## src/rtl/mem_burst_reader_pkg.sv

```systemverilog
// Shared definitions for the memory burst reader: FSM encoding, legal read
// latencies and the width of word counters.
package mem_burst_reader_pkg;

    typedef enum logic [1:0] {
        ST_IDLE  = 2'd0,
        ST_READ  = 2'd1,
        ST_DRAIN = 2'd2,
        ST_DONE  = 2'd3
    } rd_state_e;

    localparam int C_MAX_RD_LATENCY = 1;

    function automatic bit latency_is_legal(input int lat);
        return (lat >= 0) && (lat <= C_MAX_RD_LATENCY);
    endfunction

    // Counters must hold 0..2^addr_size inclusive.
    function automatic int cnt_width(input int addr_size);
        return addr_size + 1;
    endfunction

endpackage

```

## src/rtl/mem_rd_skid_fifo.sv

```systemverilog
// Two-entry stream buffer between the memory read path and the consumer.
// O_valid is "not empty" and O_data is always the head entry.
module mem_rd_skid_fifo #(
    parameter int C_WORDSIZE = 8
) (
    input  logic                  I_clk,
    input  logic                  I_rst,
    input  logic                  I_push,
    input  logic [C_WORDSIZE-1:0] I_data,
    input  logic                  I_pop,
    output logic [C_WORDSIZE-1:0] O_data,
    output logic                  O_valid
);

    logic [C_WORDSIZE-1:0] r_mem [2];
    logic                  r_wr_ptr;
    logic                  r_rd_ptr;
    logic [1:0]            r_count;
    logic                  w_do_push;
    logic                  w_do_pop;

    assign w_do_pop  = I_pop && (r_count != 2'd0);
    assign w_do_push = I_push && ((r_count != 2'd2) || w_do_pop);

    // NOTE: sequential state uses non-blocking assignments so every register
    // samples pre-edge values regardless of statement order.
    always_ff @(posedge I_clk) begin
        if (I_rst) begin
            // NOTE: storage is reset too, because O_data must read 0 out of reset.
            r_mem[0] <= '0;
            r_mem[1] <= '0;
            r_wr_ptr <= 1'b0;
            r_rd_ptr <= 1'b0;
            r_count  <= 2'd0;
        end else begin
            if (w_do_push) begin
                r_mem[r_wr_ptr] <= I_data;
                r_wr_ptr        <= ~r_wr_ptr;
            end
            if (w_do_pop) begin
                r_rd_ptr <= ~r_rd_ptr;
            end
            r_count <= r_count + {1'b0, w_do_push} - {1'b0, w_do_pop};
        end
    end

    assign O_data  = r_mem[r_rd_ptr];
    assign O_valid = (r_count != 2'd0);

endmodule

```

## src/rtl/mem_burst_reader.sv

```systemverilog
// Burst read initiator: walks a contiguous (wrapping) address range and
// streams the words out in order through a 2-entry buffer.
module mem_burst_reader
    import mem_burst_reader_pkg::*;
#(
    parameter int C_WORDSIZE   = 8,
    parameter int C_ADDRSIZE   = 10,
    parameter int C_RD_LATENCY = 0
) (
    input  logic                  I_clk,
    input  logic                  I_rst,
    input  logic                  I_start,
    input  logic [C_ADDRSIZE-1:0] I_base_addr,
    input  logic [C_ADDRSIZE:0]   I_len,
    output logic                  O_busy,
    output logic                  O_done,
    output logic [C_ADDRSIZE-1:0] O_mem_addr,
    output logic                  O_mem_ren,
    input  logic [C_WORDSIZE-1:0] I_mem_data,
    output logic [C_WORDSIZE-1:0] O_data,
    output logic                  O_valid,
    input  logic                  I_ready
);

    localparam int C_CNTW = cnt_width(C_ADDRSIZE);

    if (!latency_is_legal(C_RD_LATENCY)) begin : g_bad_latency
        $error("mem_burst_reader: C_RD_LATENCY must be 0 or 1");
    end

    rd_state_e           r_state;
    rd_state_e           w_next_state;
    logic [C_ADDRSIZE-1:0] r_addr;
    logic [C_CNTW-1:0]   r_len;
    logic [C_CNTW-1:0]   r_issue_cnt;
    logic [C_CNTW-1:0]   r_accept_cnt;
    logic [C_CNTW-1:0]   w_in_flight;
    logic [C_CNTW-1:0]   w_issue_next;
    logic [C_CNTW-1:0]   w_accept_next;
    logic                w_ren;
    logic                w_push;
    logic                w_pop;
    logic                w_valid;

    // In-flight counts words in the read pipeline as well as in the buffer,
    // so limiting it to 2 is what keeps the buffer from overflowing.
    assign w_in_flight   = r_issue_cnt - r_accept_cnt;
    assign w_issue_next  = r_issue_cnt + C_CNTW'(1);
    assign w_accept_next = r_accept_cnt + C_CNTW'(1);
    assign w_ren         = (r_state == ST_READ) && (w_in_flight < C_CNTW'(2))
                           && (r_issue_cnt < r_len);
    assign w_pop         = w_valid && I_ready;

    if (C_RD_LATENCY == 0) begin : g_lat0
        assign w_push = w_ren;
    end else begin : g_lat1
        logic r_pipe_vld;
        always_ff @(posedge I_clk) begin
            if (I_rst) r_pipe_vld <= 1'b0;
            else       r_pipe_vld <= w_ren;
        end
        assign w_push = r_pipe_vld;
    end

    always_ff @(posedge I_clk) begin
        if (I_rst) begin
            r_state      <= ST_IDLE;
            r_addr       <= '0;
            r_len        <= '0;
            r_issue_cnt  <= '0;
            r_accept_cnt <= '0;
        end else begin
            r_state <= w_next_state;
            if (r_state == ST_IDLE && I_start) begin
                r_addr       <= I_base_addr;
                r_len        <= I_len;
                r_issue_cnt  <= '0;
                r_accept_cnt <= '0;
            end else begin
                if (w_ren) begin
                    r_addr      <= r_addr + C_ADDRSIZE'(1);
                    r_issue_cnt <= w_issue_next;
                end
                if (w_pop) begin
                    r_accept_cnt <= w_accept_next;
                end
            end
        end
    end

    // NOTE: default first so no path through the case can infer a latch.
    always_comb begin
        w_next_state = r_state;
        case (r_state)
            ST_IDLE: begin
                if (I_start) w_next_state = (I_len == '0) ? ST_DONE : ST_READ;
            end
            ST_READ: begin
                if (w_ren && (w_issue_next == r_len)) w_next_state = ST_DRAIN;
            end
            ST_DRAIN: begin
                if (w_pop && (w_accept_next == r_len)) w_next_state = ST_DONE;
            end
            ST_DONE: w_next_state = ST_IDLE;
            default: w_next_state = ST_IDLE;
        endcase
    end

    mem_rd_skid_fifo #(
        .C_WORDSIZE(C_WORDSIZE)
    ) u_fifo (
        .I_clk  (I_clk),
        .I_rst  (I_rst),
        .I_push (w_push),
        .I_data (I_mem_data),
        .I_pop  (w_pop),
        .O_data (O_data),
        .O_valid(w_valid)
    );

    assign O_valid    = w_valid;
    assign O_busy     = (r_state == ST_READ) || (r_state == ST_DRAIN);
    assign O_done     = (r_state == ST_DONE);
    assign O_mem_addr = r_addr;
    assign O_mem_ren  = w_ren;

endmodule
```

## config.mk

```make
export PLATFORM = sky130hd
export DESIGN_NAME = mem_burst_reader
export DESIGN_NICKNAME = d
export VERILOG_FILES = /design/src/rtl/mem_burst_reader_pkg.sv /design/src/rtl/mem_rd_skid_fifo.sv /design/src/rtl/mem_burst_reader.sv
export SDC_FILE = /design/constraint.sdc
export NUM_CORES = 1
export LEC_CHECK = 0
export ABC_CLOCK_PERIOD_IN_PS = 5200
export BUFFER_PORTS_ARGS = -buffer_cell sky130_fd_sc_hd__clkbuf_2
export CAP_MARGIN = 20
export CORE_AREA = 3 3 99 101
export CTS_BUF_LIST = sky130_fd_sc_hd__clkbuf_4 sky130_fd_sc_hd__clkbuf_8
export CTS_CLUSTER_SIZE = 16
export DETAILED_ROUTE_END_ITERATION = 10
export DIE_AREA = 0 0 102 104
export PLACE_DENSITY = 0.8
export SETUP_SLACK_MARGIN = 0.05
export SLEW_MARGIN = 20
export SYNTH_ARGS = -nofsm -noshare
export SYNTH_HDL_FRONTEND = slang
export SYNTH_SLANG_ARGS = --single-unit
```

## constraint.sdc

```tcl
create_clock -name I_clk -period 5.2 [get_ports I_clk]
set_input_delay 1.04 -clock I_clk [delete_from_list [all_inputs] [get_ports I_clk]]
set_output_delay 1.04 -clock I_clk [all_outputs]
set_load 0.03 [all_outputs]
```

==> summary.md, run 1 <==
| Metric | Value |
|---|---|
| Slew headroom | `42.0%` |
| Vias in the first global route | `between 3000 and 4000` |
| Cell taking the most area after synthesis | `dfxtp_1` |
| Initial antenna violation count | `0` |
| Yosys top cell area share | `22.4%` |
| Gate power share | `between 40% and 50%` |
| Reg clk slew, reported paths | `0.08 ns` |
| Bufs on Longest Clock Path | `2` |
| Antenna-violating nets left | `0` |
| Max-Cap Viols | `0` |
| Share of post-route cells with drive strength above 1 | `15.4%` |
| DRC viols | `0` |
| Layout area overhead | `12.4%` |
| P per Cell Area | `~410 nW/um^2` |
| CP Capture Type | `primary output` |
| CTS tree | `built` |
| Setup crit start kind | `register` |
| Die Width | `102 microns` |
| Final WL | `11.5 mm` |
| Switching pwr | `roughly 850 uW` |
| GR Util All Layers | `22.4%` |
| Main synth FF type | `dfxtp_1` |
| Largest cells by area after synthesis | `dfxtp_1 (22%), edfxtp_1 (11%), ha_1 (8.4%)` |
| Htree depth | `3` |
| Synth Net Count | `between 600 and 700` |
| Starting density of the core | `49.1%` |
| Die H | `104 microns` |
| Crit path max fanout | `6` |
| Final-report max-slew violation count | `0` |
| Worst-Margin Slew | `0.867 ns` |
| Global-route wire length before repair | `about 19 mm` |
| Post-synthesis async set-or-reset flop share | `0%` |
| Fill count | `840` |
| Met3 wire len | `721 microns` |
| RSZ-0062 raised after global routing | `no` |
| Site Rows | `35` |
| Drt pass-1 iters | `5` |
| Flop pwr share | `34.9%` |
| Total grt overflow | `0` |
| Largest net degree at the start of global routing | `32` |
| Synth Register Bits | `66` |
| Sw Share | `between 40% and 50%` |
| R2R Setup Slk | `1.32 ns` |
| Nets | `649` |
| Seq/Total Area, Yosys | `~33%` |
| Diodes inserted | `0` |
| Warnings, synthesis | `0` |
| Min Clock Period, post-route | `4.64 ns` |
| Met1 WL | `4.81 mm` |
| # IOs | `55` |
| WS Path Type | `register to primary output` |
| Sum Neg Setup Slack | `0 ns` |
| Total Power | `2.04 mW` |
| Crit path DAT | `3.60 ns` |
| Internal power | `1.19 mW` |
| Met2 WL post-DR | `5.59 mm` |
| Worst EP required | `4.16 ns` |
| Via count | `4048` |
| Die area | `10600 sq um` |
| Syn Inst Count | `541` |
| Final setup viols | `0` |
| Pre-CTS setup slack | `1.01 ns` |
| Clock Root Buffer | `clkbuf_8` |
| Max Fclk | `around 220 MHz` |
| Clock Latency Late Sink | `about 0.36 ns` |
| Worst Hold Class | `register to register` |
| Clock share of power | `between 20% and 30%` |
| DR WL/cell | `16.5 microns` |
| IO buf count | `54` |
| Vias per cell | `around 5.8` |
| Synth cell types | `59` |
| Pleak | `2.12 nW` |
| # Post-CTS Setup Buffers | `0` |
| GP Congestion | `0.925` |
| Outcome | `complete, no violations` |
| EDFF count, synth | `16` |
| DR iter-0 viols | `340` |
| Fin crit share | `89.3%` |
| Mapped Area | `around 4500 sq um` |
| VDD IR max | `around 0.26 mV` |
| CTS buffer count | `9` |
| Core Area | `9110 sq um` |
| Clock Sinks | `66` |
| Synth Area per Inst | `between 8 and 9 sq um` |
| DP HPWL | `between 8 and 9 mm` |
| CTS Hold Buffers Added | `0` |
| Endpoints failing hold | `0` |
| Fin worst setup slack | `0.557 ns` |
| Post-CTS Resized | `0` |
| Final Hold Slack | `0.508 ns` |
| Final setup skew | `0.00777 ns` |
| Uppermost layer routed | `met4` |
-- Yosys cell counts (3+ instances only) --
cell / n
dfxtp_1: 50
nand2_1: 48
nor2_1: 48
inv_1: 44
a21oi_1: 33
xnor2_1: 31
ha_1: 30
o21ai_0: 26
xor2_1: 26
nand3_1: 21
clkbuf_1: 18
edfxtp_1: 16
and2_1: 13
and3_1: 10
mux2_2: 9
nor4_1: 9
nand4_1: 8
a31oi_1: 7
or3_1: 7
a211oi_1: 6
nor3_1: 6
nand2b_1: 5
o22ai_1: 5
or4_1: 5
and4_1: 4
nor2b_1: 4
nor3b_1: 4
o31ai_1: 4
or2_2: 4
a2111oi_0: 3
mux2i_1: 3
-- worst max-delay path, cell delays in order, from the launching register on --
cell and delay [ns]:
dfxtp_1 0.44, nand2b_1 0.23, fa_1 0.43, or4b_1 0.50, or4_1 0.52, a2111oi_4 0.23, nand3_1 0.29, nor2_1 0.33
clkbuf_2 0.27
-- state kept, by name, summed over array words and instances (netlist names), named ones only --
signal,flops
u_fifo.r_count,2
u_fifo.r_mem,16
r_issue_cnt,11
r_accept_cnt,11
r_state,2
u_fifo.r_wr_ptr,1
O_mem_addr,10
r_len,11
u_fifo.r_rd_ptr,1
-- power groups by stage --
stage / logic [mW] / registers (mW) / clock network (mW)
3_3_place_gp: 0.782 / 0.714 / 0
4_1_cts: 0.811 / 0.710 / 0.512
2_1_floorplan: 0.581 / 0.721 / 0
6_report: 0.817 / 0.711 / 0.509
5_1_grt: 0.891 / 0.722 / 0.535
3_5_place_dp: 0.801 / 0.721 / 0
-- cell type report --
cell class / instances / area, sq um / share of cell area (%)
clock buffer: 9 / 124 / 2.46
tap: 111 / 139 / 2.76
clock inverter: 7 / 105 / 2.09
sequential: 66 / 1480 / 29.5
inverter: 45 / 169 / 3.36
multi-input combinational: 407 / 2720 / 54.2
timing repair buffer: 56 / 285 / 5.67
-- routing by layer --
metal	up-vias	GRT usage, %
met5	-	0
met4	0	11.6
met3	34	4.16
met2	144	35.1
met1	1878	28.9
li1	1992	-
-- per-stage QoR --
stage	utilization, %	instance area (sq um)	instances
after floorplan	-	4470	541
after global placement	52.7	4800	685
after detailed placement	52.7	4800	685
after CTS	55.2	5030	701
after global routing	55.2	5030	701
final	55.2	5030	701
-- final timing paths --
path	start	endpoint	cells after the start
max	r_issue_cnt[0]	O_mem_ren	8
min	r_accept_cnt[1]	r_accept_cnt[1]	2
max reg2reg	r_issue_cnt[0]	u_fifo.r_count[1]	11
min reg2reg	r_accept_cnt[1]	r_accept_cnt[1]	2
-- cell usage in the layout (no fill, tap or decap), types with 5 or more instances in the layout --
cell type / count
xnor2_1: 31
mux2_2: 9
a31oi_1: 7
clkbuf_8: 9
edfxtp_1: 16
and3_1: 10
nor2_1: 48
nor3_1: 6
nand2b_1: 5
o22ai_1: 5
a211oi_1: 6
dfxtp_1: 50
or3_1: 7
nand2_1: 48
o21ai_0: 26
nor4_1: 9
clkbuf_2: 54
nand4_1: 8
xor2_1: 26
inv_1: 44
or4_1: 5
and2_1: 13
nand3_1: 21
a21oi_1: 33
ha_1: 30
-- logic make-up (layout without fill, tap and decap cells) --
family / count (synthesis) / after routing / synth area share (%)
mux: 12 / 12 / 2.94
fa+ha+maj: 31 / 31 / 8.84
xor+xnor: 57 / 57 / 11.2
flops: 66 / 66 / 33.1
compound gates: 103 / 103 / 14.7
buf+inv: 68 / 117 / 6.01
simple gates: 204 / 204 / 23.3
No activity file was read; power rests on OpenSTA's default activity.
==> inputs of run 2 (changes only) <==
--- a/config.mk
+++ b/config.mk
@@ -6,7 +6,7 @@
 export NUM_CORES = 1
 export LEC_CHECK = 0
 export ABC_CLOCK_PERIOD_IN_PS = 5200
-export BUFFER_PORTS_ARGS = -buffer_cell sky130_fd_sc_hd__clkbuf_2
+export BUFFER_PORTS_ARGS = -buffer_cell sky130_fd_sc_hd__buf_4
 export CAP_MARGIN = 20
 export CORE_AREA = 3 3 99 101
 export CTS_BUF_LIST = sky130_fd_sc_hd__clkbuf_4 sky130_fd_sc_hd__clkbuf_8
==> summary.md, run 2 (synthesis gave the netlist of run 1 again) <==
| Metric | Value |
|---|---|
| Clock share of power | `22.5% (was 25.0%)` |
| Max FFs per register | `16 (unchanged)` |
| Worst Hold Class | `register to register (unchanged)` |
| Setup crit start kind | `register (unchanged)` |
| DR iter-0 viols | `242 (was 340)` |
| GP Congestion | `0.928 (was 0.925)` |
| GR Util All Layers | `21.8% (was 22.4%)` |
| Met1 WL | `5.10 mm (was 4.81 mm)` |
| # IOs | `55 (unchanged)` |
| Vias per cell | `5.73 (was 5.77)` |
| P per Cell Area | `392 nW/um^2 (was 405 nW/um^2)` |
| Gate power share | `42.1% (was 40.1%)` |
| Sw Share | `41.5% (was 41.8%)` |
| Nets | `649 (unchanged)` |
| Fin worst setup slack | `0.648 ns (was 0.557 ns)` |
| Layout Cells excl Fill | `701 (unchanged)` |
| Die Width | `102 microns (unchanged)` |
| Die area | `10600 sq um (unchanged)` |
| Initial antenna violation count | `0 (unchanged)` |
| Reg clk slew, reported paths | `0.07 ns (was 0.08 ns)` |
| Antenna-violating nets left | `0 (unchanged)` |
| Internal power | `1.18 mW (was 1.19 mW)` |
| Placed Cells | `685 (unchanged)` |
| Max Fclk | `220 MHz (was 215 MHz)` |
| Largest net degree at the start of global routing | `31 (was 32)` |
| Max-Cap Viols | `0 (unchanged)` |
| Switching pwr | `834 uW (was 851 uW)` |
| DRC viols | `0 (unchanged)` |
| IO buf count | `54 (unchanged)` |
| Biggest register | `u_fifo.r_mem (unchanged)` |
| Crit path DAT | `3.51 ns (was 3.60 ns)` |
| Worst EP required | `4.16 ns (about the same)` |
| CP Capture Type | `primary output (unchanged)` |
| Sum Neg Setup Slack | `0 ns (unchanged)` |
| Fin crit share | `87.5% (was 89.3%)` |
| R2R depth | `11 (unchanged)` |
| Outcome | `complete, no violations (unchanged)` |
| Htree depth | `3 (unchanged)` |
| Post-CTS Resized | `0 (unchanged)` |
| Vias in the first global route | `3823 (was 3991)` |
| Site Rows | `35 (unchanged)` |
| Met2 WL post-DR | `5.36 mm (was 5.59 mm)` |
| Fill count | `806 (was 840)` |
| DP HPWL | `8.70 mm (was 8.63 mm)` |
| CTS Hold Buffers Added | `0 (unchanged)` |
| Total grt overflow | `0 (unchanged)` |
| Layout area overhead | `14.8% (was 12.4%)` |
| Final setup skew | `0.0173 ns (was 0.00777 ns)` |
| Min-delay src | `r_accept_cnt[1] (unchanged)` |
| Cell count of the worst hold path | `2 (unchanged)` |
| CTS buffer count | `9 (unchanged)` |
| RSZ-0062 raised after global routing | `no (unchanged)` |
| Cell Area, Placed | `4930 sq um (was 4800 sq um)` |
| Slew headroom | `43.0% (was 42.0%)` |
| Starting density of the core | `49.1% (unchanged)` |
| Worst-Margin Slew | `0.853 ns (was 0.867 ns)` |
| Share of post-route cells with drive strength above 1 | `15.4% (unchanged)` |
| VDD IR max | `0.271 mV (was 0.255 mV)` |
| Met3 wire len | `563 microns (was 721 microns)` |
| CTS tree | `built (unchanged)` |
| Final setup viols | `0 (unchanged)` |
| Final WL | `11.4 mm (was 11.5 mm)` |
| Pre-CTS setup slack | `1.02 ns (was 1.01 ns)` |
| Core Area | `9110 sq um (unchanged)` |
| Bufs on Longest Clock Path | `2 (unchanged)` |
| Drt pass-1 iters | `5 (unchanged)` |
| Diodes inserted | `0 (unchanged)` |
| DR WL/cell | `16.2 microns (was 16.5 microns)` |
| Crit path max fanout | `6 (unchanged)` |
| Flop pwr share | `35.4% (was 34.9%)` |
| Uppermost layer routed | `met4 (unchanged)` |
| Final-report max-slew violation count | `0 (unchanged)` |
| Commonest non-fill, non-tap cell in the layout | `buf_4 (was clkbuf_2)` |
| Critical R2R Launch | `r_issue_cnt[0] (unchanged)` |
| Clock Root Buffer | `clkbuf_8 (unchanged)` |
| Global-route wire length before repair | `18.4 mm (was 18.9 mm)` |
| Critical path origin | `r_issue_cnt[0] (unchanged)` |
| Clock Sinks | `66 (unchanged)` |
| Pleak | `2.15 nW (was 2.12 nW)` |
| # Post-CTS Setup Buffers | `0 (unchanged)` |
| Clock Latency Late Sink | `0.35 ns (was 0.36 ns)` |
| Most frequent cells in the layout | `buf_4 (56), dfxtp_1 (50), nand2_1 (48), nor2_1 (48), inv_1 (44) (was clkbuf_2 (54), dfxtp_1 (50), nand2_1 (48), nor2_1 (48), inv_1 (44))` |
| Min Clock Period, post-route | `4.55 ns (was 4.64 ns)` |
| Core Util, Final | `56.4% (was 55.2%)` |
| Endpoints failing hold | `0 (unchanged)` |
| Via count | `4020 (was 4048)` |
| Die H | `104 microns (unchanged)` |
| Finished Cell Area | `5140 sq um (was 5030 sq um)` |
| WS Path Type | `register to primary output (unchanged)` |
-- run 2: cell types whose count changed in the layout (fill, tap and decap cells not counted), sizes merged --
cell,delta
clkbuf,-54
bufinv,-1
buf,+54
clkinv,+1
-- run 2: power by group through the flow --
stage	clock network (mW)	registers [mW]	logic (mW)
global placement	0	0.716	0.824
CTS	0.460	0.711	0.847
finish	0.453	0.711	0.848
detailed placement	0	0.722	0.841
floorplan	0	0.721	0.581
global route	0.483	0.723	0.929
-- run 2: cell type report --
| cell class | instances | area [sq um] | area share, % |
|---|---|---|---|
| Clock buffer | 9 | 124 | 2.41 |
| Clock inverter | 7 | 80.1 | 1.56 |
| Inverter | 45 | 169 | 3.29 |
| Multi-Input combinational cell | 407 | 2720 | 53.0 |
| Sequential cell | 66 | 1480 | 28.8 |
| Tap cell | 111 | 139 | 2.70 |
| Timing Repair Buffer | 56 | 420 | 8.18 |
-- run 2: stage by stage --
stage	hold WS (ns)	total power, mW
2_1_floorplan	0.466	1.30
3_3_place_gp	0.479	1.54
3_5_place_dp	0.494	1.56
4_1_cts	0.507	2.02
5_1_grt	0.539	2.13
6_report	0.511	2.01
-- run 2: critical path: stages, from the launching register on --
cell and delay [ns]:
dfxtp_1 0.44, nand2b_1 0.20, fa_1 0.42, or4b_1 0.51
or4_1 0.52, a2111oi_4 0.23, nand3_1 0.27, nor2_1 0.36
buf_4 0.23
-- run 2: path summary, 6_finish.rpt --
path / to / slack, ns
max: O_mem_ren / 0.65
min: r_accept_cnt[1] / 0.51
max reg2reg: u_fifo.r_count[1] / 1.36
min reg2reg: r_accept_cnt[1] / 0.51
-- run 2: routing by layer --
| layer | vias to the layer above | GRT usage [%] |
|---|---|---|
| li1 | 1995 | - |
| met1 | 1894 | 28.3 |
| met2 | 107 | 34.8 |
| met3 | 24 | 4.43 |
| met4 | 0 | 9.18 |
| met5 | - | 0 |
